## config.mk

```make
export PLATFORM = sky130hd
export DESIGN_NAME = dmem_ctrl
export DESIGN_NICKNAME = d
export VERILOG_FILES = /design/src/rtl/dmem_pkg.sv /design/src/rtl/dmem_align.sv /design/src/rtl/dmem_ctrl.sv
export SDC_FILE = /design/constraint.sdc
export NUM_CORES = 1
export LEC_CHECK = 0
export CAP_MARGIN = 20
export CORE_MARGIN = 1
export CORE_UTILIZATION = 40
export CTS_CLUSTER_SIZE = 16
export DETAILED_ROUTE_END_ITERATION = 10
export HOLD_SLACK_MARGIN = 0.06
export PLACE_DENSITY = 0.81
export SYNTH_ARGS = -nofsm -noshare
export SYNTH_HDL_FRONTEND = slang
export SYNTH_SLANG_ARGS = --single-unit
```

## constraint.sdc

```tcl
create_clock -name clk -period 2 [get_ports clk]
set_input_delay 0.4 -clock clk [delete_from_list [all_inputs] [get_ports clk]]
set_output_delay 0.4 -clock clk [all_outputs]
set_load 0.03 [all_outputs]
```

## src/rtl/dmem_pkg.sv

```systemverilog
// rtl/dmem_pkg.sv - shared funct3 codes, write-strobe codes and FSM states for the data-memory controller
package dmem_pkg;

    localparam logic [2:0] F3_B  = 3'b000;
    localparam logic [2:0] F3_H  = 3'b001;
    localparam logic [2:0] F3_W  = 3'b010;
    localparam logic [2:0] F3_BU = 3'b100;
    localparam logic [2:0] F3_HU = 3'b101;

    // Byte strobes encode the lane in the low two bits: BYTE0 + offset.
    typedef enum logic [2:0] {
        STRB_WORD    = 3'b000,
        STRB_HALF_LO = 3'b001,
        STRB_NOP     = 3'b010,
        STRB_HALF_HI = 3'b011,
        STRB_BYTE0   = 3'b100,
        STRB_BYTE1   = 3'b101,
        STRB_BYTE2   = 3'b110,
        STRB_BYTE3   = 3'b111
    } strb_t;

    typedef enum logic [1:0] {
        ST_IDLE   = 2'd0,
        ST_ACCESS = 2'd1,
        ST_RESP   = 2'd2
    } state_t;

endpackage

```

## src/rtl/dmem_align.sv

```systemverilog
// rtl/dmem_align.sv - combinational store-strobe/data steering, load extraction and alignment checking
module dmem_align
    import dmem_pkg::*;
(
    input  logic        we,
    input  logic [2:0]  funct3,
    input  logic [1:0]  off,
    input  logic [31:0] wdata,
    input  logic [31:0] rd_dout,
    output logic [2:0]  strb,
    output logic [31:0] din,
    output logic [31:0] ld_data,
    output logic        err
);

    logic [31:0] shifted;
    logic [7:0]  byte_sel;
    logic [15:0] half_sel;

    assign shifted  = rd_dout >> {off, 3'b000};
    assign byte_sel = shifted[7:0];
    assign half_sel = shifted[15:0];

    always_comb begin
        strb    = STRB_NOP;
        din     = 32'h0;
        ld_data = 32'h0;
        err     = 1'b0;
        if (we) begin
            case (funct3)
                F3_B: begin
                    strb = {1'b1, off};
                    din  = {24'h0, wdata[7:0]};
                end
                F3_H: begin
                    err  = off[0];
                    strb = off[1] ? STRB_HALF_HI : STRB_HALF_LO;
                    din  = {16'h0, wdata[15:0]};
                end
                F3_W: begin
                    err  = |off;
                    strb = STRB_WORD;
                    din  = wdata;
                end
                default: err = 1'b1;
            endcase
            if (err) begin
                strb = STRB_NOP;
            end
        end else begin
            case (funct3)
                F3_B:  ld_data = {{24{byte_sel[7]}}, byte_sel};
                F3_BU: ld_data = {24'h0, byte_sel};
                F3_H: begin
                    err     = off[0];
                    ld_data = {{16{half_sel[15]}}, half_sel};
                end
                F3_HU: begin
                    err     = off[0];
                    ld_data = {16'h0, half_sel};
                end
                F3_W: begin
                    err     = |off;
                    ld_data = rd_dout;
                end
                default: err = 1'b1;
            endcase
            if (err) begin
                ld_data = 32'h0;
            end
        end
    end

endmodule

```

## src/rtl/dmem_ctrl.sv

```systemverilog
// rtl/dmem_ctrl.sv - two-port round-robin data-memory controller, one transaction in flight
module dmem_ctrl
    import dmem_pkg::*;
#(
    parameter  int DEPTH = 128,
    localparam int AW    = $clog2(DEPTH) + 2,
    localparam int MW    = $clog2(DEPTH)
) (
    input  logic          clk,
    input  logic          rst,

    input  logic          p0_valid,
    output logic          p0_ready,
    input  logic          p0_we,
    input  logic [AW-1:0] p0_addr,
    input  logic [2:0]    p0_funct3,
    input  logic [31:0]   p0_wdata,
    output logic          p0_rvalid,
    output logic [31:0]   p0_rdata,
    output logic          p0_rerr,

    input  logic          p1_valid,
    output logic          p1_ready,
    input  logic          p1_we,
    input  logic [AW-1:0] p1_addr,
    input  logic [2:0]    p1_funct3,
    input  logic [31:0]   p1_wdata,
    output logic          p1_rvalid,
    output logic [31:0]   p1_rdata,
    output logic          p1_rerr,

    output logic [MW-1:0] mem_rd_addr,
    output logic [MW-1:0] mem_wr_addr,
    output logic [31:0]   mem_wr_din,
    output logic          mem_we,
    output logic [2:0]    mem_wr_strb,
    input  logic [31:0]   mem_rd_dout
);

    state_t        state_q;
    state_t        state_d;
    logic          last_q;
    logic          grant;
    logic          accept;

    logic          req_we;
    logic [AW-1:0] req_addr;
    logic [2:0]    req_funct3;
    logic [31:0]   req_wdata;
    logic          req_port;

    logic [31:0]   rsp_data_q;
    logic          rsp_err_q;

    logic [2:0]    a_strb;
    logic [31:0]   a_din;
    logic [31:0]   a_ld;
    logic          a_err;

    // Port 1 wins only if port 0 is idle or port 0 was granted last.
    assign grant = p1_valid && (!p0_valid || !last_q);

    dmem_align u_align (
        .we      (req_we),
        .funct3  (req_funct3),
        .off     (req_addr[1:0]),
        .wdata   (req_wdata),
        .rd_dout (mem_rd_dout),
        .strb    (a_strb),
        .din     (a_din),
        .ld_data (a_ld),
        .err     (a_err)
    );

    assign mem_rd_addr = req_addr[AW-1:2];
    assign mem_wr_addr = req_addr[AW-1:2];
    assign mem_wr_din  = a_din;

    assign p0_rdata = p0_rvalid ? rsp_data_q : 32'h0;
    assign p1_rdata = p1_rvalid ? rsp_data_q : 32'h0;
    assign p0_rerr  = p0_rvalid & rsp_err_q;
    assign p1_rerr  = p1_rvalid & rsp_err_q;

    always_ff @(posedge clk) begin
        if (!rst) begin
            state_q    <= ST_IDLE;
            last_q     <= 1'b1;
            req_we     <= 1'b0;
            req_addr   <= '0;
            req_funct3 <= 3'b000;
            req_wdata  <= 32'h0;
            req_port   <= 1'b0;
            rsp_data_q <= 32'h0;
            rsp_err_q  <= 1'b0;
        end else begin
            state_q <= state_d;
            if (accept) begin
                last_q     <= grant;
                req_port   <= grant;
                req_we     <= grant ? p1_we     : p0_we;
                req_addr   <= grant ? p1_addr   : p0_addr;
                req_funct3 <= grant ? p1_funct3 : p0_funct3;
                req_wdata  <= grant ? p1_wdata  : p0_wdata;
            end
            if (state_q == ST_ACCESS) begin
                rsp_data_q <= a_ld;
                rsp_err_q  <= a_err;
            end
        end
    end

    // rst gates ready, mem_we and rvalid so a reset mid-transaction has no visible effect.
    always_comb begin
        state_d     = state_q;
        accept      = 1'b0;
        p0_ready    = 1'b0;
        p1_ready    = 1'b0;
        mem_we      = 1'b0;
        mem_wr_strb = STRB_NOP;
        p0_rvalid   = 1'b0;
        p1_rvalid   = 1'b0;
        case (state_q)
            ST_IDLE: begin
                p0_ready = rst && !grant;
                p1_ready = rst && grant;
                accept   = (p0_ready && p0_valid) || (p1_ready && p1_valid);
                if (accept) begin
                    state_d = ST_ACCESS;
                end
            end
            ST_ACCESS: begin
                mem_we = rst && req_we && !a_err;
                if (mem_we) begin
                    mem_wr_strb = a_strb;
                end
                state_d = ST_RESP;
            end
            ST_RESP: begin
                p0_rvalid = rst && !req_port;
                p1_rvalid = rst && req_port;
                state_d   = ST_IDLE;
            end
            default: state_d = ST_IDLE;
        endcase
    end

endmodule

```

==> impl_metrics.yaml, run 1 <==
placement:
  dp.cells: 896
  gp_congestion: 0.8561
  numPortBuffers: 245
  hpwl_um: 11380
power_and_ir_drop:
  power_uw: 4751
  pwr-share-clk: 0.337
  internal_power_uw: 3441
  pwr-share-seq: 0.401
  p_comb_frac: 0.263
  p_leak_uw: 0.003926
  swShare: 0.2758
  switching_power_uw: 1310
  power_density_nw_per_um2: 588.5
  irDropWorstVdd_uv: 483.8
setup_path:
  cp.required_ps: 1600
  cpMaxStageDelayCell: "or3b_4"
  end_kind: "primary output"
  cp_max_fo: 4
  r2r_end: "rsp_data_q[21]"
  startpoint: "req_funct3[1]"
  slowest_delay_ps: 380
  arrival_ps: 1770
  cp_cell_sequence: "or3b_4, o211ai_1, buf_4, a21o_1, buf_6"
  reg2reg_from: "req_funct3[0]"
  reg2reg_depth: 7
  r2r_slack_ps: 70
  critPathKind: "reg2out"
  startpoint_type: "flop"
  crit_end: "mem_wr_strb[1]"
min_path:
  hold_start: "rst"
  hp-class: "in2reg"
layout:
  stdcell_count: 924
  syn2layout_area_growth_pct: 71.73
  nets: 903
  drive_gt1_frac: 0.3227
  diodes: 0
synth:
  synth_top_cell_area_share: 0.3492
  synthTopCellsByArea: "dfxtp_1 35%, and2_1 11%, mux2i_1 9.8%"
  synth-async-reset-ratio: 0
  synth-edff-count: 0
  seq_area_frac_synth: 0.3492
  syn_nets: 657
  ys.flop_type: "dfxtp_1"
  yosysUniqueCellTypes: 47
  yosys.area.top_type: "dfxtp_1"
  synth_warnings: 0
  ys_ff_latch: 82
  syn_area_per_cell_um2: 8.853
  syn_inst: 531
  synthesis.area_um2: 4701
floorplan:
  num_rows: 39
  start_util: 0.4117
  io_pins: 246
  die_w_um: 110.4
  die_area_um2: 12190
  die_height_um: 110.4
  coreArea_um2: 11420
timing:
  period_needed_ps: 2172
  hold_viol_final: 0
  skew_ps: 6.106
  drv_slew: 0
  layout_setup_ws_ps: -172.4
  fin_setup_tns_ps: -570.3
  rsz0062_at_grt: "yes"
  fin_crit_sh: 1.086
  slew_headroom: 0.6221
  worst_slew_pin_slew_ps: 564.3
  setup_viol: 4
  fmax_ghz: 0.4603
cts:
  cts_tree: "done"
  clkTransAtPathRegs_ps: 60
  cts_hold_buf: 0
  clk_latency_ps: 330
  cts.sinks: 82
  cts_made_buffers: 9
  cts_max_path_buffers: 2
  cts_root_buffer: "clkbuf_16"
  htreeDepth: 3
global_route:
  grt.total_usage: 0.2389
  grt_pass1_vias: 4832
  antenna_found_initial: 0
  overflow: 0
  grt_first_pass_wirelength_um: 23800
  grt_max_degree: 57
drt:
  num_vias: 4940
  drc: 0
  first_pass_iters: 7
  viasPerCell: 5.346
  ant_nets: 0
  detail_route.iter0.violations: 254
  wl_per_cell_um: 17.04
  drt-total-wl_um: 15740
status:
  status: "finished, violations left"
  violations: "setup timing"
run:
  drv_cap: 0
routing by layer:
metal  global-route usage  vias to the layer above  wire, um
met5                    0                        -         0
met4              0.09867                        0       341
met3              0.05818                       31      1190
met2               0.4273                      237      7996
met1               0.2695                     2304      6212
li1                     -                     2368         -
registers in the layout, indices dropped and copies added, names as in the netlist, 2 cells and up:
register    count
req_wdata      32
rsp_data_q     32
req_addr        9
req_funct3      3
state_q         2
power groups by stage:
stage	clock (uW)	combinational (uW)	sequential, uW
after floorplan	0	655	1880
after global placement	0	1120	1920
after detailed placement	0	1150	1930
after CTS	1630	1190	1890
after global routing	1710	1340	1920
final	1600	1250	1900
synth_stat cells (2+ instances only):
master	n
and2_1	84
dfxtp_1	82
nand2_1	65
mux2i_1	46
o211a_1	46
clkbuf_1	28
a22oi_1	24
nor2_1	22
and3_1	17
buf_4	15
buf_2	10
a211oi_1	8
a222oi_1	8
buf_1	8
mux2_2	8
a221o_1	7
nor2b_1	6
a21oi_1	5
inv_1	5
nand2b_1	4
o211ai_1	3
o21ai_0	3
buf_6	2
o21a_1	2
how the worst min path moves through the flow:
stage / cells past startpoint / end / slack, ps
floorplan: 2 / req_port / 440
global placement: 1 / req_wdata[31] / 470
detailed placement: 1 / req_wdata[9] / 480
CTS: 2 / rsp_err_q / 390
global route: 3 / state_q[1] / 420
finish: 3 / state_q[1] / 400
worst max-delay path, delay by kind of cell, from the launching register on:
family	cells	cell delay [ps]
flops	1	350
compound gates	2	380
buf+inv	2	330
simple gates	1	380
cells by family (layout without fill, tap and decap cells):
kind of cell | Yosys count | count (layout) | synth area share
AND/OR/NAND/NOR | 210 | 210 | 0.2401
flip-flops | 82 | 82 | 0.3492
multiplexers | 55 | 55 | 0.1219
buffers and inverters | 68 | 318 | 0.07213
AO/OA/AOI/OAI | 116 | 116 | 0.2167
through the flow:
stage / area [um2] / hold WS, ps / setup WS (ps) / util
6_report: 8073 / 403.5 / -172.4 / 0.7070
4_1_cts: 7631 / 386.5 / -151.1 / 0.6683
2_1_floorplan: 4721 / 445.0 / -54.87 / -
3_3_place_gp: 7212 / 471.2 / -153.4 / 0.6316
3_5_place_dp: 7212 / 480.6 / -176.2 / 0.6316
5_1_grt: 8073 / 422.4 / -243.0 / 0.7070
placed cells by master, fill, tap and decap left out, drive strengths merged, types with 6 or more instances in the layout:
master	netlist	layout
a222oi	8	8
clkbuf	28	18
a211oi	8	8
and3	17	17
clkdlybuf4s50	0	138
nor2b	6	6
mux2	8	8
and2	84	84
dfxtp	82	82
a221o	7	7
a22oi	24	24
buf	35	155
mux2i	46	46
nand2	65	65
o211a	46	46
nor2	22	22
repair_timing:
| item | CTS | global route |
|---|---|---|
| pin swaps | 3 | 10 |
| endpoints found under the setup margin | 33 | 69 |
| setup buffers | 7 | 3 |
| gates cloned | 0 | 4 |
| resized for setup | 23 | 92 |
layout make-up:
cell class	instances	area, um2
Timing Repair Buffer	298	3000
Multi-Input combinational cell	381	2925
Clock buffer	14	284.0
Clock inverter	1	7.507
Tap cell	143	178.9
Fill cell	878	3346
Inverter	5	21.27
Sequential cell	82	1655
Power figures use the tool's default switching activity.
==> inputs of run 2 (changes only) <==
--- a/config.mk
+++ b/config.mk
@@ -7,11 +7,11 @@
 export LEC_CHECK = 0
 export CAP_MARGIN = 20
 export CORE_MARGIN = 1
-export CORE_UTILIZATION = 40
+export CORE_UTILIZATION = 36
 export CTS_CLUSTER_SIZE = 16
 export DETAILED_ROUTE_END_ITERATION = 10
 export HOLD_SLACK_MARGIN = 0.06
-export PLACE_DENSITY = 0.81
+export PLACE_DENSITY = 0.74
 export SYNTH_ARGS = -nofsm -noshare
 export SYNTH_HDL_FRONTEND = slang
 export SYNTH_SLANG_ARGS = --single-unit
==> constraint.sdc (replaced) <==
create_clock -name clk -period 1.85 [get_ports clk]
set_input_delay 0.37 -clock clk [delete_from_list [all_inputs] [get_ports clk]]
set_output_delay 0.37 -clock clk [all_outputs]
set_load 0.03 [all_outputs]
==> run 2 against run 1 <==
Compared with the run above:
- the run still ends with setup timing left
- clock power rose by 4%
- hold slack improved by 24 ps
- cell area rose by 8.1%
- critical path type unchanged
- critical endpoint is now mem_wr_strb[0]
- largest cell class unchanged
- highest routed layer unchanged
==> impl_metrics.yaml, run 2 (synthesized netlist as in run 1, its figures left out) <==
power_and_ir_drop:
  power_density_nw_per_um2: 596.1
  irDropWorstVdd_uv: 395.5
  p_leak_uw: 0.004118
  power_uw: 5203
layout:
  multiInputGateArea_um2: 3117
  drive_gt1_frac: 0.4052
  syn2layout_area_growth_pct: 85.68
  stdcell_count: 979
  nets: 928
  ff_latch_area_um2: 1653
  final_cell_mix: "136 x clkdlybuf4s50_1, 115 x buf_6, 75 x dfxtp_1"
  utilization: 0.6889
  nFillCells: 949
  layout_commonest_cell: "clkdlybuf4s50_1"
  diodes: 0
  reg_top3: "req_wdata (32), rsp_data_q (32), req_addr (9)"
min_path:
  hold_start: "rst"
  holdPathStages: 3
  hold_path_end: "last_q"
  hp-class: "in2reg"
cts:
  cts_max_path_buffers: 2
  cts_tree: "done"
  cts_made_buffers: 9
  htreeDepth: 3
  clk_latency_ps: 340
  cts_hold_buf: 0
  clkTransAtPathRegs_ps: 60
  cts.sinks: 82
  cts_root_buffer: "clkbuf_16"
setup_path:
  r2r_end: "rsp_data_q[12]"
  cp.required_ps: 1480
  end_kind: "primary output"
  startpoint_type: "flop"
  reg2reg_depth: 8
  cp_max_fo: 3
  reg2reg_from: "req_funct3[1]"
  arrival_ps: 1880
  r2r_slack_ps: 40
  critPathKind: "reg2out"
timing:
  drv_slew: 0
  rsz0062_at_grt: "yes"
  fmax_ghz: 0.4440
  hold_viol_final: 0
  holdWs_ps: 427.7
  setup_viol: 99
  slew_headroom: 0.6792
  skew_ps: 7.195
  fin_crit_sh: 1.217
  period_needed_ps: 2252
  worst_slew_pin_slew_ps: 479.0
  layout_setup_ws_ps: -402.2
drt:
  first_pass_iters: 6
  drt-total-wl_um: 18020
  detail_route.iter0.violations: 358
  num_vias: 5179
  drc: 0
  wl_per_cell_um: 18.41
  ant_nets: 0
  viasPerCell: 5.290
global_route:
  overflow: 0
  grt_pass1_vias: 5095
  grt.total_usage: 0.2545
  grt_first_pass_wirelength_um: 26210
  grt_max_degree: 42
  antenna_found_initial: 0
placement:
  hpwl_um: 12130
  dp.cells: 936
  place_ws_ps: -174.7
  gp_congestion: 0.9382
  numPortBuffers: 245
floorplan:
  num_rows: 41
  die_area_um2: 13520
  die_w_um: 116.3
  die_height_um: 116.3
  start_util: 0.3710
  coreArea_um2: 12670
  io_pins: 246
status:
  status: "finished, violations left"
  violations: "setup timing"
run:
  drv_cap: 0
==> run 2: cell types whose count changed in the layout (fill, tap and decap cells not counted), sizes merged <==
cell | before | now
and2 | 84 | 85
bufbuf | 1 | 0
clkinv | 0 | 3
clkdlybuf4s50 | 138 | 136
clkbuf | 18 | 13
buf | 155 | 182
dlymetal6s2s | 0 | 2
clkinvlp | 1 | 2
==> run 2: through the flow <==
stage	TNS, ps	area, um2
after floorplan	-242.6	4805
after global placement	-2730	7406
after detailed placement	-5285	7406
after CTS	-11840	8426
after global routing	-16850	8728
final	-10550	8728
==> run 2: worst max path at each step <==
stage	start	end	slack [ps]	cells after the start
final	req_funct3[2]	mem_wr_strb[0]	-400	5
after global routing	req_funct3[2]	mem_wr_strb[0]	-480	5
after CTS	req_funct3[0]	mem_wr_strb[0]	-430	5
after detailed placement	mem_rd_dout[31]	rsp_data_q[29]	-170	6
after global placement	req_funct3[1]	mem_wr_strb[0]	-110	5
after floorplan	req_funct3[0]	mem_wr_strb[1]	-60	4
==> run 2: what timing repair did <==
item                                    CTS  global route
pin swaps                                20            31
gates cloned                              4             3
gates resized for setup                 165            70
setup buffers                            11            13
endpoints found under the setup margin  115           131
==> run 2: per-layer routing <==
| metal | wire length [um] | up-vias | global-route usage |
|---|---|---|---|
| li1 | - | 2426 | - |
| met3 | 1599 | 32 | 0.07161 |
| met5 | 0 | - | 0 |
| met4 | 413 | 0 | 0.09573 |
| met1 | 6599 | 2463 | 0.2689 |
| met2 | 9411 | 258 | 0.4761 |
==> run 2: where the power goes <==
part | leakage [uW] | internal (uW) | switching (uW)
Sequential | 0.000676 | 1930 | 126
Combinational | 0.00331 | 810 | 677
Clock | 0.000131 | 939 | 718
==> run 2: layout make-up <==
type | instances | area share
Clock buffer | 11 | 0.02781
Clock inverter | 5 | 0.003440
Inverter | 5 | 0.002150
Multi-Input combinational cell | 382 | 0.3571
Sequential cell | 82 | 0.1894
Tap cell | 172 | 0.02466
Timing Repair Buffer | 322 | 0.3955
==> run 2: worst max-delay path, cell delays in order (launching register included) <==
cell      delay (ps)
dfxtp_2          330
or3b_4           390
o211ai_1         420
buf_4            210
nor2_2            50
buf_12           150
